**src/rtl/dispatch_stage_pkg.sv**
```systemverilog
// Shared widths, IQ entry packing and dispatch FSM encoding used by the dispatch
// stage and by the issue queue that consumes its write port.
package dispatch_stage_pkg;

    localparam int unsigned DATA_W = 32;
    localparam int unsigned PREG_W = 6;
    localparam int unsigned ROB_W  = 6;
    localparam int unsigned OPC_W  = 7;
    localparam int unsigned FU_W   = 2;

    // Field order matches the IQ's 131-bit entry, MSB first.
    typedef struct packed {
        logic [OPC_W-1:0]  opcode;
        logic [PREG_W-1:0] dest;
        logic [PREG_W-1:0] rs1;
        logic [DATA_W-1:0] rs1_val;
        logic              rs1_ready;
        logic [PREG_W-1:0] rs2;
        logic [DATA_W-1:0] rs2_val;
        logic              rs2_ready;
        logic [DATA_W-1:0] imm;
        logic [FU_W-1:0]   fu;
        logic [ROB_W-1:0]  rob;
    } iq_entry_t;

    localparam int unsigned IQ_ENTRY_BITS = $bits(iq_entry_t);

    typedef enum logic [1:0] {
        ST_IDLE = 2'd0,
        ST_READ = 2'd1,
        ST_SEND = 2'd2
    } dispatch_state_e;

endpackage

```
**src/rtl/dispatch_stage_capture.sv**
```systemverilog
// Per-operand PRF value register plus CDB tag compare; the first matching
// broadcast after the operand is latched wins, preg 0 never matches.
module cdb_operand_capture
    import dispatch_stage_pkg::*;
#(
    parameter int unsigned DATA_WIDTH = DATA_W,
    parameter int unsigned PREG_BITS  = PREG_W
) (
    input  logic                  clk,
    input  logic                  reset,
    input  logic                  i_clear,
    input  logic                  i_load,
    input  logic                  i_snoop,
    input  logic [PREG_BITS-1:0]  i_tag,
    input  logic [DATA_WIDTH-1:0] i_prf_data,
    input  logic                  i_cdb_valid,
    input  logic [PREG_BITS-1:0]  i_cdb_tag,
    input  logic [DATA_WIDTH-1:0] i_cdb_value,
    output logic [DATA_WIDTH-1:0] o_val,
    output logic [DATA_WIDTH-1:0] o_fwd,
    output logic                  o_hit
);

    logic                  w_tag_live;
    logic                  w_match;
    logic [DATA_WIDTH-1:0] r_val;
    logic [DATA_WIDTH-1:0] r_fwd;
    logic                  r_hit;

    assign w_tag_live = (i_tag != '0);
    assign w_match    = i_cdb_valid && w_tag_live && (i_cdb_tag == i_tag);

    always_ff @(posedge clk) begin
        if (reset) begin
            r_val <= '0;
            r_fwd <= '0;
            r_hit <= 1'b0;
        end else if (i_clear) begin
            r_hit <= 1'b0;
        end else begin
            if (i_load)
                r_val <= w_tag_live ? i_prf_data : '0;
            if ((i_load || i_snoop) && w_match && !r_hit) begin
                r_hit <= 1'b1;
                r_fwd <= i_cdb_value;
            end
        end
    end

    assign o_val = r_val;
    assign o_fwd = r_fwd;
    assign o_hit = r_hit;

endmodule

```
**src/rtl/dispatch_stage.sv**
```systemverilog
// Dispatch stage: accepts a renamed instruction, reads its operands from the PRF,
// merges CDB broadcasts and holds the entry on the IQ write port until a slot frees.
module dispatch_stage
    import dispatch_stage_pkg::*;
#(
    parameter int unsigned DATA_WIDTH  = DATA_W,
    parameter int unsigned PREG_BITS   = PREG_W,
    parameter int unsigned ROB_BITS    = ROB_W,
    parameter int unsigned OPCODE_BITS = OPC_W,
    parameter int unsigned CNT_WIDTH   = 32
) (
    input  logic                   clk,
    input  logic                   reset,
    input  logic                   flush,
    input  logic                   in_valid,
    output logic                   in_ready,
    input  logic [OPCODE_BITS-1:0] in_opcode,
    input  logic [PREG_BITS-1:0]   in_phys_dest,
    input  logic [PREG_BITS-1:0]   in_phys_rs1,
    input  logic [PREG_BITS-1:0]   in_phys_rs2,
    input  logic [DATA_WIDTH-1:0]  in_immediate,
    input  logic [ROB_BITS-1:0]    in_rob_index,
    output logic [PREG_BITS-1:0]   prf_rs1_addr,
    output logic [PREG_BITS-1:0]   prf_rs2_addr,
    input  logic [DATA_WIDTH-1:0]  prf_rs1_data,
    input  logic [DATA_WIDTH-1:0]  prf_rs2_data,
    input  logic                   cdb_valid,
    input  logic [PREG_BITS-1:0]   cdb_tag,
    input  logic [DATA_WIDTH-1:0]  cdb_value,
    input  logic                   iq_free,
    output logic                   iq_write_enable,
    output logic [OPCODE_BITS-1:0] iq_opcode,
    output logic [PREG_BITS-1:0]   iq_phys_dest,
    output logic [PREG_BITS-1:0]   iq_phys_rs1,
    output logic [PREG_BITS-1:0]   iq_phys_rs2,
    output logic [DATA_WIDTH-1:0]  iq_immediate,
    output logic [ROB_BITS-1:0]    iq_rob_index,
    output logic [DATA_WIDTH-1:0]  iq_phys_rs1_val,
    output logic [DATA_WIDTH-1:0]  iq_phys_rs2_val,
    output logic [DATA_WIDTH-1:0]  iq_fwd_rs1,
    output logic [DATA_WIDTH-1:0]  iq_fwd_rs2,
    output logic                   iq_fwd_rs1_hit,
    output logic                   iq_fwd_rs2_hit,
    output logic [CNT_WIDTH-1:0]   dispatched_count,
    output logic [CNT_WIDTH-1:0]   stall_count
);

    typedef struct packed {
        logic [OPCODE_BITS-1:0] opcode;
        logic [PREG_BITS-1:0]   dest;
        logic [PREG_BITS-1:0]   rs1;
        logic [PREG_BITS-1:0]   rs2;
        logic [DATA_WIDTH-1:0]  imm;
        logic [ROB_BITS-1:0]    rob;
        logic [DATA_WIDTH-1:0]  rs1_val;
        logic [DATA_WIDTH-1:0]  rs2_val;
        logic [DATA_WIDTH-1:0]  fwd1;
        logic [DATA_WIDTH-1:0]  fwd2;
        logic                   hit1;
        logic                   hit2;
    } view_t;

    dispatch_state_e r_state;
    dispatch_state_e w_next;

    logic [OPCODE_BITS-1:0] r_opcode;
    logic [PREG_BITS-1:0]   r_dest;
    logic [PREG_BITS-1:0]   r_rs1;
    logic [PREG_BITS-1:0]   r_rs2;
    logic [DATA_WIDTH-1:0]  r_imm;
    logic [ROB_BITS-1:0]    r_rob;
    logic [CNT_WIDTH-1:0]   r_dispatched;
    logic [CNT_WIDTH-1:0]   r_stall;

    logic [DATA_WIDTH-1:0]  w_rs1_val;
    logic [DATA_WIDTH-1:0]  w_rs2_val;
    logic [DATA_WIDTH-1:0]  w_fwd1;
    logic [DATA_WIDTH-1:0]  w_fwd2;
    logic                   w_hit1;
    logic                   w_hit2;

    logic  w_in_send;
    logic  w_in_read;
    logic  w_transfer;
    logic  w_accept;
    logic  w_clear;
    view_t w_view;
    view_t w_out;
    view_t r_hold;

    assign w_in_send  = (r_state == ST_SEND);
    assign w_in_read  = (r_state == ST_READ);
    assign w_transfer = w_in_send && iq_free && !flush && !reset;
    assign in_ready   = !reset && !flush && ((r_state == ST_IDLE) || (w_in_send && iq_free));
    assign w_accept   = in_ready && in_valid;
    assign w_clear    = flush || w_accept;

    always_comb begin
        w_next = r_state;
        unique case (r_state)
            ST_IDLE: if (in_valid) w_next = ST_READ;
            ST_READ: w_next = ST_SEND;
            ST_SEND: if (iq_free) w_next = in_valid ? ST_READ : ST_IDLE;
            default: w_next = ST_IDLE;
        endcase
        if (flush)
            w_next = ST_IDLE;
    end

    always_ff @(posedge clk) begin
        if (reset)
            r_state <= ST_IDLE;
        else
            r_state <= w_next;
    end

    always_ff @(posedge clk) begin
        if (reset) begin
            r_opcode <= '0;
            r_dest   <= '0;
            r_rs1    <= '0;
            r_rs2    <= '0;
            r_imm    <= '0;
            r_rob    <= '0;
        end else if (w_accept) begin
            r_opcode <= in_opcode;
            r_dest   <= in_phys_dest;
            r_rs1    <= in_phys_rs1;
            r_rs2    <= in_phys_rs2;
            r_imm    <= in_immediate;
            r_rob    <= in_rob_index;
        end
    end

    always_ff @(posedge clk) begin
        if (reset) begin
            r_dispatched <= '0;
            r_stall      <= '0;
        end else begin
            if (w_transfer)
                r_dispatched <= r_dispatched + CNT_WIDTH'(1);
            if (w_in_send && !iq_free && !flush)
                r_stall <= r_stall + CNT_WIDTH'(1);
        end
    end

    assign prf_rs1_addr = r_rs1;
    assign prf_rs2_addr = r_rs2;

    cdb_operand_capture #(
        .DATA_WIDTH (DATA_WIDTH),
        .PREG_BITS  (PREG_BITS)
    ) u_cap_rs1 (
        .clk         (clk),
        .reset       (reset),
        .i_clear     (w_clear),
        .i_load      (w_in_read),
        .i_snoop     (w_in_send),
        .i_tag       (r_rs1),
        .i_prf_data  (prf_rs1_data),
        .i_cdb_valid (cdb_valid),
        .i_cdb_tag   (cdb_tag),
        .i_cdb_value (cdb_value),
        .o_val       (w_rs1_val),
        .o_fwd       (w_fwd1),
        .o_hit       (w_hit1)
    );

    cdb_operand_capture #(
        .DATA_WIDTH (DATA_WIDTH),
        .PREG_BITS  (PREG_BITS)
    ) u_cap_rs2 (
        .clk         (clk),
        .reset       (reset),
        .i_clear     (w_clear),
        .i_load      (w_in_read),
        .i_snoop     (w_in_send),
        .i_tag       (r_rs2),
        .i_prf_data  (prf_rs2_data),
        .i_cdb_valid (cdb_valid),
        .i_cdb_tag   (cdb_tag),
        .i_cdb_value (cdb_value),
        .o_val       (w_rs2_val),
        .o_fwd       (w_fwd2),
        .o_hit       (w_hit2)
    );

    always_comb begin
        w_view = '{opcode: r_opcode, dest: r_dest, rs1: r_rs1, rs2: r_rs2,
                   imm: r_imm, rob: r_rob, rs1_val: w_rs1_val, rs2_val: w_rs2_val,
                   fwd1: w_fwd1, fwd2: w_fwd2, hit1: w_hit1, hit2: w_hit2};
    end

    // Entry registers are reused by the next accept, so the port shows a
    // snapshot of the last SEND-cycle entry whenever the FSM is not in SEND.
    always_ff @(posedge clk) begin
        if (reset) begin
            r_hold <= '0;
        end else if (w_in_send) begin
            r_hold <= w_view;
            if (flush) begin
                r_hold.hit1 <= 1'b0;
                r_hold.hit2 <= 1'b0;
            end
        end
    end

    assign w_out = w_in_send ? w_view : r_hold;

    assign iq_write_enable  = w_transfer;
    assign iq_opcode        = w_out.opcode;
    assign iq_phys_dest     = w_out.dest;
    assign iq_phys_rs1      = w_out.rs1;
    assign iq_phys_rs2      = w_out.rs2;
    assign iq_immediate     = w_out.imm;
    assign iq_rob_index     = w_out.rob;
    assign iq_phys_rs1_val  = w_out.rs1_val;
    assign iq_phys_rs2_val  = w_out.rs2_val;
    assign iq_fwd_rs1       = w_out.fwd1;
    assign iq_fwd_rs2       = w_out.fwd2;
    assign iq_fwd_rs1_hit   = w_out.hit1;
    assign iq_fwd_rs2_hit   = w_out.hit2;
    assign dispatched_count = r_dispatched;
    assign stall_count      = r_stall;

endmodule

```
**config.mk**
```make
export PLATFORM = sky130hd
export DESIGN_NAME = dispatch_stage
export DESIGN_NICKNAME = d
export VERILOG_FILES = /design/src/rtl/dispatch_stage_pkg.sv /design/src/rtl/dispatch_stage_capture.sv /design/src/rtl/dispatch_stage.sv
export SDC_FILE = /design/constraint.sdc
export NUM_CORES = 1
export LEC_CHECK = 0
export ABC_AREA = 1
export ABC_CLOCK_PERIOD_IN_PS = 2300
export BUFFER_PORTS_ARGS = -buffer_cell sky130_fd_sc_hd__buf_2
export CAP_MARGIN = 20
export CORE_MARGIN = 3
export CORE_UTILIZATION = 38
export DETAILED_ROUTE_END_ITERATION = 10
export SETUP_SLACK_MARGIN = 0.1
export SYNTH_ARGS = -nofsm -noshare
export SYNTH_HDL_FRONTEND = slang
export SYNTH_HIERARCHICAL = 1
export SYNTH_SLANG_ARGS = --single-unit
```
**constraint.sdc**
```tcl
create_clock -name clk -period 2.3 [get_ports clk]
set_clock_uncertainty 0.1 [all_clocks]
set_input_delay 0.115 -clock clk [delete_from_list [all_inputs] [get_ports clk]]
set_output_delay 0.115 -clock clk [all_outputs]
set_load 0.05 [all_outputs]
```
==> metrics.txt, run 1 <==
Cells after Synth 2,817; slowest stage cell, crit path dfxtp_2; final max-slew violation count 0; cell area power density 641 nW/µm²; unique cell type count in the Yosys netlist 32; Setup CP Type reg -> out; Setup WS post-layout 0.0111 ns; global routing usage on met2 41.2%; post-placement setup slack 0.0376 ns; slowest stage delay, CP ~0.36 ns; CP top delay family buffers and inverters; overall routing resource usage 24.7%; clk slew on worst S/H paths 0.06 ns; setup violators final 0; crit path cell chain inv_4, nor2_8, buf_12, buf_12, inv_16, clkbuf_16, nand2_1, nand2_1, buf_4; CTS tree built; Synth Flop Type dfxtp_1; Final Power 17,900 µW; count leader, synth nand2_1; Synth area leaders dfxtp_1, nand2_1, a21oi_1; register area share after synthesis 47.4%; largest net degree at the start of global routing 89; Clock Path Buffers 3; Worst R2R Path Depth 11; area grow syn2layout 46.2%; fin nets 3,581; grt total ovfl 0; IO Pins 442; vias in the first global route 19,400; leading area contributor after synthesis dfxtp_1; effective utilization at floorplan 38.8%; area of the multi-input gates about 8600 µm²; gpl congestion 0.900; clock sinks 452; startpoint type of the worst setup path flop; run status finished, final reports clean; Critical Path End iq_phys_dest[3]; Post-synth top cells nand2_1, dfxtp_1, nor2_1; Tightest Pin Transition 1.08 ns; largest driver fanout on the critical path 12; net count after synthesis 2,990; fmax roughly 440 MHz; WHS 0.0871 ns; Tcrit/Tclk final ~100%; Rel. slew slack 28.1%; FFs w/ async S/R, synth 0%; DR vias/cell roughly 5; grt met3 use ~6%; hold path startpoint cdb_tag[1]; worst r2r src r_state[1]; CP Depth 9; H-tree depth 2; Die Wd 230 µm; Iter 0 DRT Violations 1,454; Fillers roughly 4,600; layer with the highest usage met2; r2r setup slk 0.22 ns; Worst VDD drop 0.000581 V; Die Ht roughly 230 µm; first-pass iteration count of the detailed router 6; Root Buffer clkbuf_16; met1 Use GR 31.2%; routed vias 20,200; TritonCTS buffer count 51; RSZ-0062 raised after global routing true; P_leak 0.0132 µW; worst hold path type in -> reg; Core Box Area 49,300 µm²; Setup crit start r_state[1]; Synth Warn # 6; Seq. cell area 9060 µm²; Yosys top cell area share a little under half; die area 53,000 µm²; RR Endpoint dispatched_count[28]; Hold Vio Cnt, Final 0; Final min period 2.29 ns; first-pass GRT wire length approximately 110 mm; max cap viols 0; layout cells sized above 1 21.8%; Crit path required time ~2.1 ns; Fin Setup TNS 0 ns; Cell Area, Synth between 15,000 and 20,000 µm²; Clock Latency Late Sink 0.59 ns; crit end category output port; EDFF count, synth 0; Site Rows 81; Post-DP HPWL 43.2 mm; initial antenna violation count 10; CP bufs+invs 6; WP data arrival 2.07 ns; Wirelength per Cell between 15 and 20 µm; Yosys reg bits 452; Avg Synthesized Cell Area 6.78 µm²; PortBufs between 400 and 500; drt drc 0; post-route ant nets 0; Final Routed Wirelength 69.9 mm
-- metrics by stage --
step           utilization [%]  instances  area (µm²)
2_1_floorplan                -       2817       19100
6_report                  56.7       4119       27900
5_1_grt                   56.7       4118       27900
3_3_place_gp              44.6       3812       22000
3_5_place_dp              44.6       3813       22000
4_1_cts                   54.7       4096       26900
-- layout make-up --
class | count | share of cell area, %
clock inverters | 18 | 0.816
flip-flops and latches | 452 | 32.4
repair inverters | 2 | 0.112
diodes | 7 | 0.0627
well taps | 664 | 2.98
clock buffers | 75 | 5.55
inverters | 308 | 4.22
repair buffers | 684 | 22.9
multi-input cells | 1909 | 30.9
-- report_power, final --
part | internal, µW | switching [µW] | total, µW
sequential | 7930 | 77.0 | 8010
combinational | 553 | 809 | 1360
clock | 5130 | 3410 | 8530
total | 13600 | 4290 | 17900
-- what timing repair did --
action | CTS | global route
pin swaps | 3 | 18
resized for setup | 362 | 200
hold buffers | 167 | 0
hold endpoints to repair | 214 | 0
gates cloned | 12 | 12
endpoints found under the setup margin | 225 | 291
buffers inserted | 11 | 4
-- cell families after synthesis --
kind of cell               count (synthesis)  share of synthesized area (%)
and+or+nand+nor                         1458                           30.9
buffers and inverters                    456                           9.56
DFF                                      452                           47.4
AOI/OAI and AO/OA                        439                           11.6
xor gates and xnor gates                  10                          0.459
adders and majority gates                  2                          0.131
-- how the worst min path moves through the flow --
stage	to	slack [ns]	cells past startpoint
6_report	u_cap_rs1/o_fwd[26]	0.09	8
3_5_place_dp	r_rob[2]	0.24	3
4_1_cts	u_cap_rs1/o_fwd[26]	0.06	8
5_1_grt	u_cap_rs1/o_fwd[28]	0.17	8
3_3_place_gp	prf_rs2_addr[1]	0.24	3
2_1_floorplan	prf_rs1_addr[0]	0.15	2
-- sequential cells by signal, indices dropped and copies added, names as in the netlist, 7 cells and up --
register and count:
dispatched_count 32, r_hold 193, r_imm 32, r_opcode 7, stall_count 32, u_cap_rs1/o_fwd 32, u_cap_rs1/o_val 32, u_cap_rs2/o_fwd 32
u_cap_rs2/o_val 32
-- cells in the final DEF, fill, tap and decap left out, types with 14 or more instances in the layout --
master,netlist,routed
a21oi_1,284,284
buf_12,0,19
buf_16,0,18
buf_2,59,247
buf_4,9,59
buf_6,1,141
buf_8,0,24
clkbuf_16,0,62
clkbuf_8,0,14
dfxtp_1,452,448
dlygate4sd3_1,0,167
inv_1,302,297
nand2_1,941,837
nand2_2,1,85
nand2_4,0,19
nand3_1,60,60
nand4_1,78,78
nor2_1,336,332
nor3_1,16,16
o21ai_0,147,146
-- routing by layer --
metal  up-vias  wire (µm)
met2       713      33100
met5         -         34
li1      10000          -
met4         4       2180
met1      9318      29300
met3       139       5310
-- worst register-to-register path, cell delays in order, from the launching register on --
cell	delay, ns
dfxtp_2	0.36
inv_4	0.05
nor2_8	0.13
buf_12	0.13
buf_12	0.16
buf_4	0.15
nand3_4	0.12
buf_4	0.22
nor2_1	0.16
nand3_1	0.15
o21ai_0	0.18
nor2_1	0.05
No activity file was read; power rests on OpenSTA's default activity.
==> run 2, diff against run 1 <==
- BUFFER_PORTS_ARGS: -buffer_cell sky130_fd_sc_hd__buf_2 -> -buffer_cell sky130_fd_sc_hd__buf_4
- RECOVER_POWER: unset -> 25
- SLEW_MARGIN: unset -> 20
==> run 2 against run 1 <==
  * The flow now finishes with violations (setup timing)
  * Clock power shrank 5.7%
  * Die area is the same
  * Final cell count is 1.2% higher
  * Non-clock buffer count up 48
  * Largest cell class is now multi-input gates
  * Flip-flop and latch count did not move
==> metrics.txt, run 2 (synthesis gave the netlist of run 1 again) <==
Tightest Pin Transition 1.16 ns (+0.0777 ns); CTS tree built; largest net degree at the start of global routing 92 (+3.4%); vias in the first global route 19,100 (-1.9%); slowest stage delay, CP 0.35 ns (about the same); first-pass GRT wire length 103 mm (-2.5%); setup violators final 8 (+8); die area 53,000 µm² (unchanged); first-pass iteration count of the detailed router 6 (unchanged); Worst path most repeated cell buf_12; crit end category output port; post-route ant nets 0 (unchanged); Setup WS post-layout -0.0203 ns (-0.0313 ns); failing checks setup timing; slowest stage cell, crit path dfxtp_2; Worst VDD drop 0.000525 V (-9.5%); Tcrit/Tclk final 101% (+1.4 points); Crit path required time 2.09 ns (about the same); clock sinks 452 (unchanged); fin nets 3,631 (+1.4%); post-placement setup slack 0.0913 ns (+0.0537 ns); Iter 0 DRT Violations 1,472 (+1.2%); Core Box Area 49,300 µm² (unchanged); Final min period 2.32 ns (+0.0313 ns); gpl congestion 0.890 (-1.1%); startpoint type of the worst setup path flop; Hold Vio Cnt, Final 0 (unchanged); Die Wd 230 µm (unchanged); Clock Path Buffers 3 (unchanged); overall routing resource usage 24.0% (-0.67 points); Die Ht 230 µm (unchanged); clk slew on worst S/H paths 0.06 ns (about the same); Fin Setup TNS -0.0825 ns (-0.0825 ns); H-tree depth 2 (unchanged); routed vias 21,200 (+5.2%); P_leak 0.0146 µW (+10%); PortBufs 441 (unchanged); effective utilization at floorplan 38.8% (unchanged); Rel. slew slack 23.0% (-5.2 points); crit path cell chain inv_4, nor2_8, buf_12, buf_12, buf_12, inv_16, clkbuf_16, nand2_2, nand2_1, buf_6; fmax 431 MHz (-1.4%); Final Routed Wirelength 78.3 mm (+12%); run status finished with violations; Wirelength per Cell 18.8 µm (+11%); grt total ovfl 0 (unchanged); largest driver fanout on the critical path 6 (-6); area grow syn2layout 65.6%; TritonCTS buffer count 50 (-2.0%); drt drc 0 (unchanged); fin util 64.2% (+7.5 points); Final Cell Area 31,600 µm² (+13%); Post-DP HPWL 43.3 mm (about the same); Reg with most FFs r_hold; layout cells sized above 1 31.4% (+9.6 points); Root Buffer clkbuf_16; commonest non-fill, non-tap cells in the layout nand2_1, dfxtp_1, nor2_1, inv_1, a21oi_1; RSZ-0062 raised after global routing true; max cap viols 0 (unchanged); IO Pins 442 (unchanged); Final Power 17,600 µW (-1.5%); commonest non-fill, non-tap cell in the layout nand2_1; final max-slew violation count 0 (unchanged); worst hold path type in -> reg; cell area power density 558 nW/µm² (-13%); initial antenna violation count 10 (unchanged); Setup CP Type reg -> out; DR vias/cell 5.09 (+3.9%); Clock Latency Late Sink 0.60 ns (about the same); WP data arrival 2.11 ns (+0.04 ns); Largest register FFs 193 (unchanged); Site Rows 81 (unchanged); Post-DP Area 23,100 µm² (+4.9%)
## run 2: changes by cell type in the layout (fill, tap and decap cells not counted), sizes merged
| cell | change |
|---|---|
| inv | +2 |
| diode | +1 |
| clkinvlp | -1 |
| clkbuf | +33 |
| dlygate4sd3 | -3 |
| buf | +21 |
| bufinv | -3 |
## run 2: stage by stage
step	hold WS, ns	cells
after floorplan	0.150	2817
after global placement	0.237	3811
after detailed placement	0.242	3811
after CTS	0.0369	4079
after global routing	0.137	4166
final	0.0916	4169
## run 2: worst max-delay path: cells and delay by family (launching register included)
family	cells	cell delay, ns
buffers and inverters	7	0.87
and+or+nand+nor	3	0.28
DFF	1	0.35
## run 2: final timing paths
path,startpoint,endpoint,slack [ns],cells after the start
hold reg to reg,r_hold[39],r_hold[39],0.36,2
hold / removal,cdb_tag[1],u_cap_rs1/o_hit,0.09,8
setup reg to reg,r_state[1],u_cap_rs1/o_fwd[19],0.17,14
setup / recovery,r_state[1],iq_fwd_rs2[22],-0.02,10
## run 2: layout make-up
cell class | instances | area, µm²
Inverter | 308 | 1190
Antenna cell | 8 | 20.0
Clock buffer | 78 | 1530
Sequential cell | 452 | 9050
Clock inverter | 13 | 114
Fill cell | 4048 | 17600
Tap cell | 664 | 831
Timing Repair inverter | 5 | 87.6
Multi-Input combinational cell | 1909 | 10500
Timing Repair Buffer | 732 | 8350
## run 2: layer usage
metal | vias up | global-route usage (%) | wire (µm)
met2 | 849 | 39.6 | 37400
li1 | 10100 | - | -
met3 | 183 | 6.43 | 6610
met4 | 4 | 9.94 | 3030
met5 | - | 0 | 23
met1 | 10100 | 29.8 | 31300
## run 2: power by group
group | internal (µW) | total, µW | leakage (µW) | switching (µW)
Sequential | 7930 | 8020 | 0.00365 | 91.8
Combinational | 697 | 1580 | 0.0101 | 887
Clock | 4670 | 8040 | 0.000811 | 3360
## run 2: repair_timing
action	4_1_cts	5_1_grt
gates resized for setup	76	957
setup endpoints to repair	196	268
hold buffers	164	0
pin swaps	1	97
setup buffers	8	32
endpoints found under the hold margin	211	0
gates cloned	5	50
